**config.mk**
```make
export PLATFORM = sky130hd
export DESIGN_NAME = fifo_deq_serializer
export DESIGN_NICKNAME = d
export VERILOG_FILES = /design/src/rtl/fifo_deq_serializer.sv
export SDC_FILE = /design/constraint.sdc
export NUM_CORES = 1
export LEC_CHECK = 0
export BUFFER_PORTS_ARGS = -buffer_cell sky130_fd_sc_hd__buf_2
export CELL_PAD_IN_SITES_DETAIL_PLACEMENT = 0
export CELL_PAD_IN_SITES_GLOBAL_PLACEMENT = 1
export CORE_AREA = 2 2 83 85
export DETAILED_ROUTE_END_ITERATION = 12
export DIE_AREA = 0 0 85 87
export HOLD_SLACK_MARGIN = 0.02
export PLACE_DENSITY = 0.87
export SYNTH_ARGS = -nofsm -noshare
export SYNTH_HDL_FRONTEND = slang
export SYNTH_SLANG_ARGS = --single-unit
```
**constraint.sdc**
```tcl
create_clock -name clock -period 3.3 [get_ports clock]
set_input_delay 0.33 -clock clock [delete_from_list [all_inputs] [get_ports clock]]
set_output_delay 0.33 -clock clock [all_outputs]
set_load 0.01 [all_outputs]
```
**src/rtl/fifo_deq_serializer.sv**
```systemverilog
// ---------------------------------------------------------------------------
// fifo_deq_serializer
//
// Read-side neighbour of the async FIFO. Takes full-width words from the FIFO
// deq handshake and emits each one as RATIO narrower beats on a ready/valid
// link, least-significant slice first. out_last marks the final beat of a
// word. A single word buffer is enough: the next word is accepted in the
// same cycle that the final beat of the current word is taken, so the block
// runs without bubbles.
//
// Parameters:
//   WIDTH      input word width (must match the FIFO WIDTH)
//   OUT_WIDTH  output beat width (WIDTH must be an integer multiple)
//
// Ports:
//   clock      sole clock (FIFO deq clock)
//   reset      synchronous, active-high reset
//   in_ready   word accept, drives FIFO deq_ready
//   in_valid   word available, from FIFO deq_valid
//   in_bits    word, from FIFO deq_bits
//   out_ready  downstream accepts the current beat
//   out_valid  beat available
//   out_bits   current beat
//   out_last   high on the final beat of a word
// ---------------------------------------------------------------------------
module fifo_deq_serializer #(
    parameter int WIDTH     = 64,
    parameter int OUT_WIDTH = 16
) (
    input  logic                 clock,
    input  logic                 reset,
    output logic                 in_ready,
    input  logic                 in_valid,
    input  logic [WIDTH-1:0]     in_bits,
    input  logic                 out_ready,
    output logic                 out_valid,
    output logic [OUT_WIDTH-1:0] out_bits,
    output logic                 out_last
);

    localparam int unsigned RATIO = WIDTH / OUT_WIDTH;
    localparam int unsigned CNT_W = (RATIO > 1) ? $clog2(RATIO) : 1;
    localparam logic [CNT_W-1:0] LAST_CNT = CNT_W'(RATIO - 1);

    typedef enum logic {
        IDLE = 1'b0,
        SEND = 1'b1
    } state_t;

    state_t           state;
    logic [WIDTH-1:0] buf_q;
    logic [CNT_W-1:0] cnt_q;

    logic in_fire;
    logic out_fire;

    // out_valid / out_last come straight from flops (state, cnt_q); only
    // in_ready depends combinationally on an input (out_ready, reset).
    assign out_valid = (state == SEND);
    assign out_last  = (state == SEND) && (cnt_q == LAST_CNT);
    assign out_fire  = out_valid && out_ready;
    assign in_ready  = !reset && ((state == IDLE) || (out_fire && out_last));
    assign in_fire   = in_valid && in_ready;

    // Beat select from the held word only; in_bits never reaches out_bits
    // combinationally.
    always_comb begin
        out_bits = '0;
        for (int unsigned i = 0; i < RATIO; i++) begin
            if (cnt_q == CNT_W'(i)) begin
                out_bits = buf_q[i*OUT_WIDTH +: OUT_WIDTH];
            end
        end
    end

    // buf_q is deliberately left out of reset: it is only observable while
    // state == SEND, which always follows a load.
    always_ff @(posedge clock) begin
        if (reset) begin
            state <= IDLE;
            cnt_q <= '0;
        end else begin
            case (state)
                IDLE: begin
                    if (in_fire) begin
                        buf_q <= in_bits;
                        cnt_q <= '0;
                        state <= SEND;
                    end
                end
                SEND: begin
                    if (out_fire) begin
                        if (!out_last) begin
                            cnt_q <= cnt_q + CNT_W'(1);
                        end else begin
                            cnt_q <= '0;
                            if (in_fire) begin
                                buf_q <= in_bits;
                            end else begin
                                state <= IDLE;
                            end
                        end
                    end
                end
                default: begin
                    state <= IDLE;
                    cnt_q <= '0;
                end
            endcase
        end
    end

endmodule

```
* Yosys cells after proc, flatten, opt, wreduce, memory -nomap -nowiden
Cells that the tools add are included.
Cells by class: equal/unequal tests 6, mux-type cells 16, bitwise logic cells 2, reduce and logical (&&, ||, !) cells 10, $add $sub $neg 1
Operators with widths (count):
- $mux W64 | 3
- $pmux W64 S2 | 1
- $mux W16 | 4
- $mux W2 | 3
- $logic_and A1 B1 Y1 | 5
- $eq A2 B2 Y1 const B | 2
- $ne A2 B2 Y1 const B | 2
- $pmux W2 S2 | 1
- $mux W1 | 3
- $reduce_and A3 Y1 | 1
- $add A2 B1 Y2 const B | 1
- $eq A2 B1 Y1 const B | 1
- $logic_not A2 Y1 | 1
- $ne A2 B1 Y1 const B | 1
- $not A1 Y1 | 2
- $pmux W1 S2 | 1
- $reduce_and A2 Y1 | 1
- $logic_not A1 Y1 | 1
- $logic_or A1 B1 Y1 | 1
Word-level totals: output and inout port bits 19, bits in registers 67, word-level logic and storage cells 38

* Longest topological paths before layout
depth after elaboration 10, mapped depth 7, gate-level depth less buffers 5

* Worst setup path before layout
No wires, ideal clock.
path kind reg2reg, from register cnt_q[0], to register buf_q[0] (enable), stages on the path, launching flop included 5, arrival 2514 ps, path slack 357 ps, required time 2871 ps, library setup time 429 ps, path buffers 0, period minus slack after synthesis 2943 ps, cells stage by stage dfxtp_1 ha_1 a21boi_0 nor2_1 and2_1
Between the ends: longest elaborated chain between the ends 4
Ends and longest elaborated chain:
- start, declared | RTL line 52 | logic [CNT_W-1:0] cnt_q;
- start signal, assigned | RTL line 94 | cnt_q <= cnt_q + CNT_W'(1);
- $eq A2 B2 Y1 | RTL line 60 | assign out_last = (state == SEND) && (cnt_q == LAST_CNT);
- $logic_and A1 B1 Y1 | RTL line 60
- $ne A2 B2 Y1 (no line)
- $reduce_and A3 Y1 (no line)
- end signal, assigned | RTL line 86 | buf_q <= in_bits;
- end signal, assigned | RTL line 98 | buf_q <= in_bits;
- end, declared | RTL line 51 | logic [WIDTH-1:0] buf_q;
No other way between the ends. A chain may end at the register's enable or synchronous reset.

* Worst setup path in the final report
from register cnt_q[1], to output out_bits[3]
Between the ends: longest elaborated chain between the ends 5, elaborated cells on any way between the ends 8, classes of those cells eq/ne: 3; mux: 4; reduce/logical: 1
Ends and longest elaborated chain:
- $logic_not A2 Y1 | RTL line 70 | if (cnt_q == CNT_W'(i)) begin
- $mux W16 (3 in a row) | RTL line 70
- $mux W16 * | RTL line 70
- end, declared | RTL line 37 | output logic [OUT_WIDTH-1:0] out_bits,
Every way passes the cells marked *; elsewhere a longest branch is shown, timed or not.

==> impl_metrics.json <==
{
  "setup_viol": 0,
  "internal-power_mw": 1.38,
  "max-slew-margin-rel_pct": 48.0,
  "rr_endpoint": "buf_q[22]",
  "place.gp.congestion": 0.694,
  "end_kind": "output port",
  "ys_seq_area_share_pct": 79.0,
  "switching_share_pct": 21.8,
  "numPortBuffers": 86,
  "syn_area_mm2": 0.00251,
  "layout_worst_path_cycle_share_pct": 76.5,
  "power.switching_mw": 0.385,
  "drtPass1Iterations": 4,
  "hold_path_class": "primary input to flip-flop",
  "coreArea_mm2": 0.00657,
  "cp_data_arrival_time_ns": 2.20,
  "cts_hold_buf": 0,
  "chipHeight_um": 87,
  "max_freq_mhz": 396,
  "post-dp-hpwl_um": 3290,
  "post-place-ws_ns": 1.05,
  "cp_max_fo": 18,
  "vdd_ir_drop_max_mv": 0.328,
  "clock-sinks": 67,
  "p_clk_share_pct": 36.9,
  "synthCells": 145,
  "htreeDepth": 3,
  "final_antenna_net_count": 0,
  "drt_drc_violations_left": 0,
  "tritoncts": "built",
  "synth_cell_types": 21,
  "drt_iter0_markers": 66,
  "antenna_found_initial": 0,
  "final_layout_size_suffix_gt1_share_pct": 43.6,
  "r2r_cells": 5,
  "finalNonFillerCells": 323,
  "power_frac_comb_pct": 7.6,
  "clk_latency_ns": 0.34,
  "cp_data_required_time_ns": 2.97,
  "p_per_area_mw_per_mm2": 552,
  "dpl_cell_area_mm2": 0.00300,
  "finalHoldViolCount": 0,
  "initial_utilization_pct": 38.2,
  "postSynthAreaPerCell_um2": 17.3,
  "fill_cells": 558,
  "wl_um": 4950,
  "final_cell_mix": "86 x buf_2, 64 x edfxtp_1, 15 x a22oi_1, 15 x o22ai_1, 15 x a21oi_1",
  "seqPwrFrac_pct": 55.5,
  "cts_setup_buffers": 0,
  "grt_pass1_vias": 1572,
  "worst_clock_skew_ns": 0.0122,
  "yosysTopAreaCellShare_pct": 76.6,
  "synth_fp_nets": 217,
  "final_nets": 310,
  "ys.warnings.count": 0,
  "rows": 30,
  "grt_pass1_wl_um": 7440,
  "setup_tns_ns": 0,
  "yosys.area.top_type": "edfxtp_1",
  "min_period_ns": 2.53,
  "grt_use_total_pct": 13.7,
  "rsz0062_at_grt": "no",
  "overflow": 0,
  "final_cell_area_mm2": 0.00319,
  "cp-start-kind": "flip-flop",
  "antenna_cells": 0,
  "crit_start": "cnt_q[1]",
  "die_area_mm2": 0.00740,
  "final_util_pct": 48.6,
  "crit_end": "out_bits[3]",
  "maxCapViolCount": 0,
  "syn2layout_area_growth_pct": 27.3,
  "clk_path_buf_depth": 2,
  "grt_max_degree": 65,
  "cts-resized-gates": 0,
  "maxSlewViolCount": 0,
  "crit_type": "flip-flop to output port",
  "die_width_um": 85,
  "layout_commonest_cell": "buf_2",
  "outcome": "finished clean",
  "worstMarginPinSlew_ns": 0.780,
  "io_pins": 87,
  "rr_startpoint": "cnt_q[0]",
  "reg2reg_slack_ns": 1.16,
  "leakage_nw": 1.25,
  "avgViaCountPerCell": 4.86,
  "ys_ff_latch": 67,
  "root_buffer": "clkbuf_8",
  "wl_per_cell_um": 15.3,
  "layout_setup_ws_ns": 0.774,
  "clkTransAtPathRegs_ns": 0.08,
  "via_count": 1571,
  "dp.cells": 307,
  "synthTopCellsByArea": "edfxtp_1 77%, a22oi_1 4.5%, o22ai_1 3.7%",
  "cts_buffers": 9
}
power groups by stage:
stage	registers (mW)	logic, mW	clock network (mW)
5_1_grt	0.982	0.149	0.700
6_report	0.979	0.134	0.650
3_3_place_gp	0.997	0.135	0
2_1_floorplan	0.998	0.0660	0
3_5_place_dp	0.998	0.137	0
4_1_cts	0.979	0.137	0.668
per-layer routing:
| layer | routed length, µm | share of wire [%] | track usage (%) | vias up |
|---|---|---|---|---|
| li1 | - | - | - | 774 |
| met1 | 2050 | 41 | 16.5 | 739 |
| met2 | 2530 | 51 | 21.9 | 50 |
| met3 | 276 | 5.6 | 3.70 | 8 |
| met4 | 98 | 2.0 | 8.66 | 0 |
| met5 | 0 | 0 | 0 | - |
final cells by class:
cell class	count	area, µm²	area share [%]
clock inverter	7	67.6	2.12
sequential	67	1980	62.0
inverter	3	11.3	0.353
timing repair buffer	88	445	13.9
clock buffer	9	124	3.88
tap	80	100	3.13
multi-input combinational	69	464	14.5
per-stage QoR:
step	power, mW	hold WS, ns
2_1_floorplan	1.06	0.402
6_report	1.76	0.161
3_5_place_dp	1.13	0.508
5_1_grt	1.83	0.143
3_3_place_gp	1.13	0.507
4_1_cts	1.78	0.142
sequential cells by signal, indices dropped and copies added, names as in the netlist:
register,cells
buf_q,64
cnt_q,2
out_valid,1
how the worst min path moves through the flow:
| stage | startpoint | to | slack [ns] | cells past startpoint |
|---|---|---|---|---|
| 2_1_floorplan | reset | cnt_q[0] | 0.40 | 1 |
| 3_3_place_gp | in_bits[26] | buf_q[26] | 0.51 | 1 |
| 3_5_place_dp | in_bits[32] | buf_q[32] | 0.51 | 1 |
| 4_1_cts | in_bits[36] | buf_q[36] | 0.14 | 1 |
| 5_1_grt | in_bits[61] | buf_q[61] | 0.14 | 1 |
| 6_report | in_bits[36] | buf_q[36] | 0.16 | 1 |
cell usage after synthesis:
cell / instances
o22ai_1: 15
a21oi_1: 15
nand3b_1: 1
buf_6: 3
a21boi_0: 1
a32oi_1: 2
buf_4: 2
inv_1: 3
nor2b_4: 1
a22oi_1: 15
edfxtp_1: 64
nand2_1: 1
a31oi_1: 1
buf_2: 1
ha_1: 4
and2_1: 2
nor2_1: 8
mux2i_1: 1
dfxtp_1: 3
o2bb2ai_1: 1
nand2b_4: 1
kinds of logic (layout without fill, tap and decap cells):
| group | after synthesis | count (layout) | share of synthesized area (%) |
|---|---|---|---|
| muxes | 1 | 1 | 0.399 |
| AOI/OAI and AO/OA | 50 | 50 | 12.8 |
| adders and majority gates | 4 | 4 | 1.99 |
| buffers and inverters | 9 | 107 | 2.59 |
| DFF | 67 | 67 | 79.0 |
| and+or+nand+nor | 14 | 14 | 3.24 |
worst max-delay path: stages (launching register included):
cell	delay, ns
dfxtp_1	0.38
inv_1	0.08
ha_1	0.44
nor2b_4	0.45
a22oi_1	0.11
a21oi_1	0.24
buf_2	0.17
No activity file was read; power rests on OpenSTA's default activity.
